<file path="src/rtl/serial_subtractor.sv">
// rtl/serial_subtractor.sv - bit-serial LSB-first subtractor, Diff = A - B - Bin over WIDTH clocks
// One full-subtractor cell plus a registered borrow; valid/ready handshake on both sides.
module serial_subtractor #(
  parameter int WIDTH = 4
) (
  input  logic             clk,
  input  logic             rst,
  input  logic             in_valid,
  output logic             in_ready,
  input  logic [WIDTH-1:0] A,
  input  logic [WIDTH-1:0] B,
  input  logic             Bin,
  output logic             out_valid,
  input  logic             out_ready,
  output logic [WIDTH-1:0] Diff,
  output logic             Bout,
  output logic             Ovf
);

  localparam int CW = $clog2(WIDTH) + 1;
  localparam logic [CW-1:0] LAST_CNT = CW'(WIDTH - 1);

  localparam logic [1:0] S_IDLE = 2'd0;
  localparam logic [1:0] S_RUN  = 2'd1;
  localparam logic [1:0] S_DONE = 2'd2;

  logic [1:0]       r_state;
  logic [CW-1:0]    r_cnt;
  logic [WIDTH-1:0] r_a_sh;
  logic [WIDTH-1:0] r_b_sh;
  logic             r_br;
  logic             r_a_msb;
  logic             r_b_msb;
  logic [WIDTH-1:0] r_diff;
  logic             r_bout;
  logic             r_ovf;

  logic w_d;
  logic w_br_next;

  assign w_d       = r_a_sh[0] ^ r_b_sh[0] ^ r_br;
  assign w_br_next = (~r_a_sh[0] & r_b_sh[0]) | (~(r_a_sh[0] ^ r_b_sh[0]) & r_br);

  always_ff @(posedge clk or posedge rst) begin
    if (rst) begin
      r_state <= S_IDLE;
      r_cnt   <= '0;
      r_a_sh  <= '0;
      r_b_sh  <= '0;
      r_br    <= 1'b0;
      r_a_msb <= 1'b0;
      r_b_msb <= 1'b0;
      r_diff  <= '0;
      r_bout  <= 1'b0;
      r_ovf   <= 1'b0;
    end else begin
      case (r_state)
        S_IDLE: begin
          if (in_valid) begin
            r_a_sh  <= A;
            r_b_sh  <= B;
            r_br    <= Bin;
            r_a_msb <= A[WIDTH-1];
            r_b_msb <= B[WIDTH-1];
            r_cnt   <= '0;
            r_state <= S_RUN;
          end
        end
        S_RUN: begin
          r_a_sh <= r_a_sh >> 1;
          r_b_sh <= r_b_sh >> 1;
          r_br   <= w_br_next;
          // Result bits enter at the MSB so the first (LSB) bit lands at bit 0 after WIDTH shifts.
          r_diff <= {w_d, r_diff[WIDTH-1:1]};
          r_cnt  <= r_cnt + CW'(1);
          if (r_cnt == LAST_CNT) begin
            r_bout  <= w_br_next;
            r_ovf   <= (r_a_msb ^ r_b_msb) & (r_a_msb ^ w_d);
            r_state <= S_DONE;
          end
        end
        S_DONE: begin
          if (out_ready) begin
            r_state <= S_IDLE;
          end
        end
        default: r_state <= S_IDLE;
      endcase
    end
  end

  assign in_ready  = (r_state == S_IDLE);
  assign out_valid = (r_state == S_DONE);
  assign Diff      = r_diff;
  assign Bout      = r_bout;
  assign Ovf       = r_ovf;

endmodule

</file>
<file path="config.mk">
export PLATFORM = sky130hd
export DESIGN_NAME = serial_subtractor
export DESIGN_NICKNAME = d
export VERILOG_FILES = /design/src/rtl/serial_subtractor.sv
export SDC_FILE = /design/constraint.sdc
export NUM_CORES = 1
export LEC_CHECK = 0
export CAP_MARGIN = 20
export CELL_PAD_IN_SITES_DETAIL_PLACEMENT = 1
export CELL_PAD_IN_SITES_GLOBAL_PLACEMENT = 1
export CORE_MARGIN = 3
export CORE_UTILIZATION = 34
export DETAILED_ROUTE_END_ITERATION = 10
export GPL_TIMING_DRIVEN = 0
export PLACE_DENSITY = 0.76
export SYNTH_ARGS = -nofsm -noshare
export SYNTH_HDL_FRONTEND = slang
export SYNTH_SLANG_ARGS = --single-unit
</file>
<file path="constraint.sdc">
create_clock -name clk -period 1.2 [get_ports clk]
set_input_delay 0.12 -clock clk [delete_from_list [all_inputs] [get_ports clk]]
set_output_delay 0.12 -clock clk [all_outputs]
set_load 0.1 [all_outputs]
</file>
==> flow_summary_export.csv <==
group,metric,value,unit
run_status,status,"finished, violations left",
run_status,failed_checks,"negative setup slack",
job,maxCapViolCount,0,
global_routing,antenna_found_initial,0,
drt,detail-route-antenna-nets,0,
global_routing,grt.met3_usage,1.86,%
drt,wirelength,2940,um
timing,maxSlewHeadroom,44.7,%
global_routing,track_usage,16.4,%
timing,final_hold_viol_count,0,
logic_synthesis,synth_cell_types,27,
power,swShare,46.6,%
power,p_per_area,3160,nW/um^2
timing,max_clock_freq,704,MHz
timing,rsz0062_at_grt,"yes",
drt,vias_per_cell,5.16,
logic_synthesis,yosysWarnings,0,
logic_synthesis,synth-async-reset-ratio,100,%
die,die_y,61.8,um
setup_path,slowest_delay,450,ps
global_routing,grt_pass1_wl,4620,um
placement,preCtsSetupSlack,-948,ps
setup_path,cp-end-kind,"output port",
cts,clk_latency,310,ps
setup_path,cp.required,1080,ps
placement,placed_cell_area,1310,sq um
setup_path,crit_fanout,10,
cells_and_area,final_area,1600,sq um
cts,cts.sinks,22,
cts,h-tree-depth,1,
logic_synthesis,yosysSeqAreaShare,52.1,%
logic_synthesis,syn_nets,122,
placement,port-buffer-count,20,
setup_path,cp-start-kind,"flop",
global_routing,first_global_vias,1017,
drt,wire_per_inst,16.6,um
cts,cts_root_buf,"clkbuf_4",
cells_and_area,fill_cells,318,
power,power_frac_comb,62.3,%
cts,cts_hold_buf,0,
setup_path,crit_arrival,1300,ps
global_routing,grt_use_met2,29.7,%
timing,period_needed,1420,ps
global_routing,overflow,0,
timing,slew_violations,0,
timing,whs,252,ps
cts,cts.path.max_buffers,2,
logic_synthesis,ys.flop_type,"dfrtp_1",
power,p_switching,0.00235,W
global_routing,grt_max_degree,23,
power,seqPwrFrac,26.1,%
setup_path,worstRegToRegCells,4,
cells_and_area,areaGrowthSynthToFinish,50.9,%
power,p_leak,0.759,nW
setup_path,crit_path_cell_trace,"buf_6, buf_8, nor2_4, buf_12",
cells_and_area,n_antenna_cell,0,
cells_and_area,fin_nets,163,
timing,fin_skew,4.65,ps
timing,setup_viol,15,
drt,drt_iter0_markers,27,
setup_path,path_class,"reg2out",
power,ir_drop,0.00147,V
timing,timing.final.crit_share,118,%
die,rows,19,
cells_and_area,fin_util,55.9,%
cts,cts_tree,"done",
global_routing,top_usage_layer,"met2",
die,die-area,3810,sq um
die,initial_core_util,37.1,%
timing,tightest_slew,829,ps
drt,drt_pre_antenna_iters,3,
min_path,hp-class,"in2async",
cells_and_area,layout_commonest_cell,"dfrtp_1",
die,core_area,2850,sq um
die,die_w,61.8,um
placement,dp_hpwl,1790,um
cells_and_area,layout-drive-gt1-share,39.0,%
drt,drc_errors,0,
cells_and_area,layout_common_cells,"20 x dfrtp_1, 18 x nand2_1, 17 x buf_4",
drt,vias,913,
logic_synthesis,synth_area,1060,sq um
global_routing,use_met1,20.5,%
cts,clkTransAtPathRegs,140,ps
logic_synthesis,synth_edf_count,0,
logic_synthesis,post_synth.cell_area_avg,9.97,sq um
setup_path,crit_slowest_cell,"dfrtp_2",
placement,place_congestion,0.733,
power,cell_internal_pwr,0.00269,W
logic_synthesis,synthCells,106,
timing,setup_slack,-221,ps
cts,cts_made_buffers,3,
logic_synthesis,synth-seq-cells,22,
power,pwr-share-clk,11.6,%
power,power,0.00505,W
die,io_pins,21,
critical path: cells and delay by family (launching register included):
kind	cells	cell delay [ps]
flip-flops	1	450
buffers and inverters	3	440
AND/OR/NAND/NOR	1	90
sequential cells by signal, summed over array words and instances, names as in the netlist:
register,cells
Diff,4
r_a_sh,4
r_b_sh,4
r_cnt,3
r_state,2
Bout,1
Ovf,1
r_a_msb,1
r_b_msb,1
r_br,1
per-layer routing:
metal,up-vias,wire [um]
li1,434,-
met1,460,1280
met2,17,1560
met3,2,91
met4,0,14
met5,-,0
power by group through the flow:
stage | clock, W | combinational, W | sequential, W
after floorplan | 0 | 0.00118 | 0.00191
after CTS | 0.000585 | 0.00284 | 0.00128
after detailed placement | 0 | 0.00236 | 0.00132
after global placement | 0 | 0.00230 | 0.00129
final | 0.000586 | 0.00314 | 0.00132
after global routing | 0.000638 | 0.00337 | 0.00135
final cells by class:
class                   count  area (sq um)  area share, %
plain buffers               4          38.8           2.43
clock buffers               3          22.5           1.41
clock inverters             1          30.0           1.88
inverters                   6          22.5           1.41
multi-input cells          74           542           34.0
flip-flops and latches     22           553           34.7
well taps                  31          38.8           2.43
repair buffers             36           348           21.8
per-stage QoR:
stage | instances | TNS (ps)
after floorplan | 106 | -200
after global placement | 157 | -5520
after detailed placement | 157 | -6530
after CTS | 174 | -855
after global routing | 177 | -1950
final | 177 | -1220
cells by family (layout without fill, tap and decap cells):
kind of cell	after synthesis	after routing	share of synthesized area [%]
fa+ha+maj	3	3	4.26
compound gates	25	25	13.4
simple gates	43	43	21.8
mux	3	3	3.79
flops	22	22	52.1
buf+inv	10	50	4.73
synthesized netlist by cell type (2+ instances only):
library cell | number | share of area, %
inv_1 | 5 | 1.8
ha_1 | 2 | 2.4
a21oi_1 | 10 | 4.7
mux2_4 | 2 | 2.8
nor2_1 | 2 | 0.71
nor2b_1 | 5 | 3.0
o22ai_1 | 2 | 1.2
nor3b_1 | 2 | 1.4
and3b_1 | 6 | 5.0
o21ai_1 | 9 | 4.3
nand2b_1 | 2 | 1.2
nand2_1 | 23 | 8.2
dfrtp_1 | 22 | 52
repair_timing:
item	in CTS	in global routing
setup endpoints to repair	22	19
gates cloned	1	0
pin swaps	5	10
gates resized for setup	69	19
buffers inserted	12	4
final timing paths:
path	startpoint	end	slack, ps
max in group asynchronous	rst	r_state[0]	380
setup reg to reg	r_a_sh[0]	Ovf	-200
min in group clk	out_ready	r_state[1]	430
hold / removal	rst	Bout	250
hold reg to reg	Diff[0]	Diff[0]	500
setup / recovery	r_state[0]	in_ready	-220
Power figures use the tool's default switching activity.
